--- config.mk ---
export PLATFORM = sky130hd
export DESIGN_NAME = fetch_stage
export DESIGN_NICKNAME = d
export VERILOG_FILES = /design/src/rtl/riscv_pkg.sv /design/src/rtl/if_id_reg.sv /design/src/rtl/fetch_stage.sv
export SDC_FILE = /design/constraint.sdc
export NUM_CORES = 1
export LEC_CHECK = 0
export BUFFER_PORTS_ARGS = -buffer_cell sky130_fd_sc_hd__buf_2
export CORE_MARGIN = 10
export CORE_UTILIZATION = 48
export DETAILED_ROUTE_END_ITERATION = 12
export GPL_TIMING_DRIVEN = 0
export PLACE_DENSITY = 0.92
export SETUP_SLACK_MARGIN = 0.1
export SYNTH_ARGS = -nofsm -noshare
export SYNTH_HDL_FRONTEND = slang
export SYNTH_SLANG_ARGS = --single-unit
--- constraint.sdc ---
create_clock -name clk -period 2.3 [get_ports clk]
set_input_delay 0.115 -clock clk [delete_from_list [all_inputs] [get_ports clk]]
set_output_delay 0.115 -clock clk [all_outputs]
set_load 0.05 [all_outputs]
--- src/rtl/riscv_pkg.sv ---
// Shared definitions for the RISC-V pipeline: datapath width, PC-select
// encodings, the bubble instruction and the fetch-wait FSM states.
package riscv_pkg;

    localparam int XLEN = 32;

    // Next-PC select driven by the branch controller in EX
    localparam logic [1:0] PCSRC_PLUS4  = 2'b00;
    localparam logic [1:0] PCSRC_TARGET = 2'b01;
    localparam logic [1:0] PCSRC_JALR   = 2'b10;

    // addi x0, x0, 0
    localparam logic [XLEN-1:0] NOP_INSTR = 32'h0000_0013;

    // IMEM wait tracking
    typedef enum logic {
        FETCH = 1'b0,
        WAIT  = 1'b1
    } fetch_state_t;

    // JALR clears bit 0 of the computed target; branch/JAL targets are not touched
    function automatic logic [XLEN-1:0] jalr_target(input logic [XLEN-1:0] alu_result);
        return {alu_result[XLEN-1:1], 1'b0};
    endfunction

endpackage

--- src/rtl/if_id_reg.sv ---
// IF/ID pipeline register: flush beats stall beats load. A load with no
// instruction available from IMEM inserts a bubble, same as a flush.
module if_id_reg
    import riscv_pkg::*;
#(
    parameter logic [XLEN-1:0] BUBBLE = riscv_pkg::NOP_INSTR
) (
    input  logic            clk,
    input  logic            rst,
    input  logic            flush,
    input  logic            stall,
    input  logic            ready,
    input  logic [XLEN-1:0] instr,
    input  logic [XLEN-1:0] pc,
    input  logic [XLEN-1:0] pc_plus4,
    output logic [XLEN-1:0] instrD,
    output logic [XLEN-1:0] PCD,
    output logic [XLEN-1:0] PCPlus4D,
    output logic            validD
);

    // Register update with flush > stall > load priority
    always_ff @(posedge clk) begin
        // NOTE: sequential state uses non-blocking assignments so every flop samples pre-edge values.
        if (rst || flush || (!stall && !ready)) begin
            instrD   <= BUBBLE;
            PCD      <= '0;
            PCPlus4D <= '0;
            validD   <= 1'b0;
        end else if (!stall) begin
            instrD   <= instr;
            PCD      <= pc;
            PCPlus4D <= pc_plus4;
            validD   <= 1'b1;
        end
    end

endmodule

--- src/rtl/fetch_stage.sv ---
// IF stage: PC register, next-PC select, IMEM wait FSM and the IF/ID
// register. A taken redirect from EX overrides every stall and flushes
// the wrong-path instruction sitting in IF/ID.
module fetch_stage
    import riscv_pkg::*;
#(
    parameter logic [XLEN-1:0] RESET_PC  = 32'h0000_0000,
    parameter logic [XLEN-1:0] NOP_INSTR = riscv_pkg::NOP_INSTR
) (
    input  logic            clk,
    input  logic            rst,
    input  logic            stallF,
    input  logic            stallD,
    input  logic [1:0]      PCSrcE,
    input  logic [XLEN-1:0] PCTargetE,
    input  logic [XLEN-1:0] ALUResultE,
    output logic [XLEN-1:0] imem_addr,
    output logic            imem_req,
    input  logic [XLEN-1:0] imem_rdata,
    input  logic            imem_ready,
    output logic [XLEN-1:0] instrD,
    output logic [XLEN-1:0] PCD,
    output logic [XLEN-1:0] PCPlus4D,
    output logic            validD,
    output logic            flushE
);

    logic [XLEN-1:0] pcf;
    logic [XLEN-1:0] pc_plus4f;
    logic [XLEN-1:0] redirect_pc;
    logic [XLEN-1:0] pc_next;
    logic            redirect;
    fetch_state_t    state;
    fetch_state_t    state_next;

    assign pc_plus4f = pcf + 32'd4;
    assign imem_addr = pcf;

    // Redirect decode and target select; reserved encoding 11 behaves as PC+4
    always_comb begin
        // NOTE: every combinational output gets a default first so no latch is inferred.
        redirect    = 1'b0;
        redirect_pc = pc_plus4f;
        case (PCSrcE)
            PCSRC_TARGET: begin
                redirect    = 1'b1;
                redirect_pc = PCTargetE;
            end
            PCSRC_JALR: begin
                redirect    = 1'b1;
                redirect_pc = jalr_target(ALUResultE);
            end
            default: ;
        endcase
    end

    assign flushE = redirect;

    // Next PC with redirect > stallF > IMEM wait > advance priority
    always_comb begin
        pc_next = pcf;
        if (redirect)
            pc_next = redirect_pc;
        else if (!stallF && imem_ready)
            pc_next = pc_plus4f;
    end

    // PC register
    always_ff @(posedge clk) begin
        if (rst)
            pcf <= RESET_PC;
        else
            pcf <= pc_next;
    end

    // FSM state register; reset also discards any outstanding IMEM wait
    always_ff @(posedge clk) begin
        if (rst)
            state <= FETCH;
        else
            state <= state_next;
    end

    // FSM next state: a redirect aborts a wait and restarts at the target
    always_comb begin
        state_next = state;
        case (state)
            FETCH: if (!imem_ready && !redirect) state_next = WAIT;
            WAIT:  if (imem_ready || redirect)   state_next = FETCH;
            default: state_next = FETCH;
        endcase
    end

    // FSM outputs: the request stays up in both states, address held by PCF
    always_comb begin
        imem_req = 1'b0;
        case (state)
            FETCH, WAIT: imem_req = !rst;
            default:     imem_req = 1'b0;
        endcase
    end

    if_id_reg #(
        .BUBBLE (NOP_INSTR)
    ) u_if_id_reg (
        .clk      (clk),
        .rst      (rst),
        .flush    (redirect),
        .stall    (stallD),
        .ready    (imem_ready),
        .instr    (imem_rdata),
        .pc       (pcf),
        .pc_plus4 (pc_plus4f),
        .instrD   (instrD),
        .PCD      (PCD),
        .PCPlus4D (PCPlus4D),
        .validD   (validD)
    );

endmodule
Word-level counts from Yosys, hierarchy flattened. Index checks and enable logic that the tools add are counted.

Logic and storage cells: 22. Memories kept: 0. Output and inout bits: 131. Bits in latches: 0. ROM bits: 0. Bits in writable memories: 0. Flip-flop bits (word level): 129.

Shift operators: 0. Mux-type cells: 4. Reduce and logical (&&, ||, !) cells: 10. Bitwise logic cells: 0. Equality and inequality tests: 2. Divide/modulo/power cells: 0. $mul: 0. Magnitude comparators: 0. Add/sub/neg operators: 1.

Operators with widths (count): 32-bit two-way mux (2); 32-bit case mux with 2 select lines (1); 32-bit by 3-bit adder with 32-bit output, second input constant (1); 1-bit zero test (4); 2-bit by 1-bit equality test with 1-bit output, second input constant (1); 2-bit equality test, second input constant (1); 1-bit logical AND (2); 1-bit logical OR (2); 2-bit nonzero test (1); 2-bit OR reduction (1); 1-bit two-way mux (1).

Depth between registers and ports, before layout.
Depth after elaboration: 5. Depth in mapped cells: 9. Gate-level depth less buffers: 7.

Cells and area by module. From an unflattened synthesis, not the netlist that was laid out.

Cell total of the unflattened synthesis: 740. Area total of the unflattened synthesis: 6511.2 sq um.

By module, submodules not included: if_id_reg (seq. area each 1941.9 sq um, cells an instance 432, instances 1, area each 4065.1 sq um); fetch_stage (seq. area each 640.6 sq um, cells an instance 308, instances 1, area each 2446.1 sq um).

Least setup slack after synthesis. No wires, ideal clock.

Path kind: reg-to-reg. From: register pcf[2] (netlist: imem_addr[2]). To: register pcf[28] (netlist: imem_addr[28]). Arrival time: 2.228 ns. Cell stages (with the launch flop): 8. Path buffers: 1. Library setup time: 0.117 ns. Required time: 2.183 ns. Slack: -0.045 ns. Cells stage by stage: dfxtp_1 -> ha_1 -> nand3_1 -> nor3_1 -> buf_2 -> nand3_1 -> xnor2_1 -> a32o_1.

Longest elaborated chain between the ends: 3. Elaborated cells on any way between the ends: 4.

Ends and longest elaborated chain: start: declaration (line fetch_stage.sv:28) `logic [XLEN-1:0] pcf;`; start signal: assignment (line fetch_stage.sv:73) `pcf <= pc_next;`; 32-bit by 3-bit adder with 32-bit output * (line fetch_stage.sv:36) `assign pc_plus4f = pcf + 32'd4;`; 32-bit case mux with 2 select lines or 32-bit two-way mux (tied branches) (line fetch_stage.sv:44, fetch_stage.sv:64); 32-bit two-way mux * (line fetch_stage.sv:62) `if (redirect)`.

Every way passes the cells marked *; elsewhere a longest branch is shown, timed or not. The select of a mux whose other input is x is not followed. A chain may end at the register's enable or synchronous reset.

Worst setup path in the final report.
From: register pcf[4] (netlist: imem_addr[4]). To: register pcf[17] (netlist: imem_addr[17]).

The elaborated chain is that of the path after synthesis.

==> reports/summary.md <==
- die outline height: 128 um
- worst-case vdd ir drop: 0.000528 V
- most numerous cell in the Yosys netlist: sky130_fd_sc_hd__dfxtp_1
- busiest layer in global routing: met2
- area of the core region: 11400 um^2
- synthesized area divided by synthesized cell count: 9.21 um^2
- hold-critical path depth: 4
- maximum capacitance violations: 0
- clock skew after layout: 0.00721 ns
- FFs w/ async S/R, synth: 0
- HP Class: input pin to flop
- buffers added on ports: 231
- Area growth syn-to-layout: 43.0%
- fraction of synthesized cell area taken by the top area cell type: 0.454
- commonest cells in the netlist: 127 x sky130_fd_sc_hd__dfxtp_1, 84 x sky130_fd_sc_hd__nor2_1, 66 x sky130_fd_sc_hd__mux2i_1
- worst max-slew margin expressed relative to the limit: 0.461
- overall via count from detail_route: 6120
- worst slew pin tran: 0.809 ns
- layout cell share with drive strength beyond 1: 0.353
- instance count of the mapped netlist: 608
- initial antenna violation count: 3
- destination of the critical timing path: imem_addr[17]
- Post-synth top flop: sky130_fd_sc_hd__dfxtp_1
- status: complete, no violations
- clock root cell: sky130_fd_sc_hd__clkbuf_16
- post-route worst setup slack: 0.198 ns
- Worst Setup SP: imem_addr[4]
- residual overflow from global routing: 0
- buffers from clock root to sink, at most: 2
- wire length per cell after detailed routing: 21.6 um
- routing usage on met2: 0.436
- number of setup violations in the final report: 0
- kind of end point of the critical path: flop
- total global routing track utilization: 0.261
- sequential cell area fraction in the yosys report: 0.454
- weighted congestion at the end of routability-driven global placement: 0.870
- Fmax: 476 MHz
- pwr/cell area: 815 nW/um^2
- cell type contributing the most total cell area after synthesis: sky130_fd_sc_hd__dfxtp_1
- via count of the first global-routing pass: 6113
- Final #Nets: 997
- via-per-instance ratio: 5.84
- clock buffer count from CTS: 17
- met1 global-route usage: 0.298
- final cell count without fillers: 1048
- residual antenna-violating net count after detailed routing: 0
- crit-path max FO: 7
- pin count of the biggest net entering global routing: 17
- detailed-routing iteration count for the pre-antenna-repair pass: 5
- count of unresolved DRC violations after routing: 0
- max-slew violation total from the final report: 0
- Starting DRT DRC Count: 674
- Startpoint Class: flop
- number of clock sinks seen by CTS: 127
- total I/O pin count: 234
- Leak: 0.00361 uW
- total nets after synthesis: 714
- required time at the endpoint of the critical path: 2.62 ns
- slack of the worst reg-to-reg path: 0.20 ns
- synthesized cell area: 5600 um^2
- Total Die Area: 16400 um^2
- site row count: 39
- setup repair after global routing missed its margin: no
- Placement Setup Slack: -0.503 ns
- data arrival time of the critical path: 2.42 ns
- TritonCTS clock tree: built
- total power consumption of the routed design: 6530 uW
- total number of yosys warnings: 0
- post-CTS clock slew at the launch and capture registers of the worst setup and hold paths: 0.06 ns
- first-pass GRT wire length: 33700 um
- CTS HTree Levels: 4
- met3 track demand over resource in global routing: 0.0798
- clock insertion delay at the later pin of the skew report: 0.42 ns
- final count of hold timing violations: 0
- post-detailed-placement half-perimeter wirelength: 15900 um
- effective utilization at floorplan: 0.490
- Synth Register Bits: 127
- class of the most critical setup path: flop to flop
- Inst Count DP: 982
- final hold slack: 0.0603 ns
- number of synthesized flops with an enable pin: 0
- Netlist cell types: 43
- RR Startpoint: imem_addr[4]
- Die Span X: 128 um
- most area-consuming cells after synthesis: sky130_fd_sc_hd__dfxtp_1 45%, sky130_fd_sc_hd__mux2i_1 12%, sky130_fd_sc_hd__nor2_1 5.6%, sky130_fd_sc_hd__a221oi_1 3.9%, sky130_fd_sc_hd__xnor2_1 3.9%
- final critical delay including setup and external delays: 2.10 ns
- share of the clock period used by the worst path after layout: 0.914
- final core area utilization: 0.701
- cell depth of the worst flop-to-flop path: 5
- reg2reg end: imem_addr[17]
- overall routed net length: 22600 um
## stage by stage
stage                     area [um^2]  TNS, ns
after floorplan                  5630        0
after global placement           6960   -19.59
after detailed placement         6960   -22.90
after CTS                        7930        0
after global routing             8010        0
final                            8010        0
## cell families after synthesis
family,synth area share
buf+inv,0.0505
xor+xnor,0.0766
simple gates,0.143
compound gates,0.151
fa+ha+maj,0.00670
flops,0.454
mux,0.118
## how the worst min path moves through the flow
stage                  start                    end  slack, ns
2_1_floorplan  imem_rdata[0]  u_if_id_reg.instrD[0]       0.24
3_3_place_gp   imem_rdata[4]  u_if_id_reg.instrD[4]       0.33
3_5_place_dp   imem_rdata[0]  u_if_id_reg.instrD[0]       0.34
4_1_cts                  rst          imem_addr[31]       0.03
5_1_grt         PCTargetE[0]           imem_addr[0]       0.09
6_report        PCTargetE[0]           imem_addr[0]       0.06
## sequential cells by signal, indices dropped and copies added (netlist names)
| name | flops |
|---|---|
| u_if_id_reg.instrD | 32 |
| imem_addr | 32 |
| u_if_id_reg.PCD | 30 |
| u_if_id_reg.PCPlus4D | 32 |
| u_if_id_reg.validD | 1 |
## cells in the final DEF, fill, tap and decap left out, drive strengths merged, types with 20 or more instances in the layout
| cell type | instances |
|---|---|
| a211oi | 21 |
| a21oi | 25 |
| a221oi | 25 |
| buf | 244 |
| clkbuf | 71 |
| dfxtp | 127 |
| dlygate4sd3 | 32 |
| mux2i | 66 |
| nand2 | 23 |
| nand3 | 20 |
| nor2 | 84 |
| o21ai | 31 |
| xnor2 | 25 |
| xor2 | 24 |
## worst max-delay path, cell delays in order (launching register included)
cell,delay (ns)
sky130_fd_sc_hd__dfxtp_2,0.34
sky130_fd_sc_hd__clkbuf_4,0.20
sky130_fd_sc_hd__nand4_4,0.19
sky130_fd_sc_hd__or4_4,0.62
sky130_fd_sc_hd__or3_1,0.37
sky130_fd_sc_hd__a311oi_1,0.28
## timing repair
item                                   in CTS  in global routing
resized for setup                           5                 15
endpoints found under the hold margin      32                  0
pin swaps                                   0                  4
hold buffers                               32                  0
buffers inserted                            0                  5
setup endpoints to repair                  37                 36
## report_power, final
group	leakage [uW]	switching, uW	internal (uW)
combinational	0.00226	818	368
sequential	0.00104	106	2310
clock	0.000303	1050	1880
## final cells by class
cell class	count	area, um^2
Clock inverter	12	183
Fill cell	862	3410
Sequential cell	127	2560
Buffer	59	255
Multi-Input combinational cell	412	2830
Antenna cell	1	2.50
Clock buffer	20	457
Tap cell	143	179
Timing Repair Buffer	268	1510
Inverter	6	22.5
## metal layers
layer	routed length [um]	up-vias	part of all wire
met4	983	4	0.043
met1	8470	2921	0.37
met3	2020	89	0.089
met5	25	-	0.0011
li1	-	2740	-
met2	11100	366	0.49
Note: power is estimated with default switching activity, not from simulation.
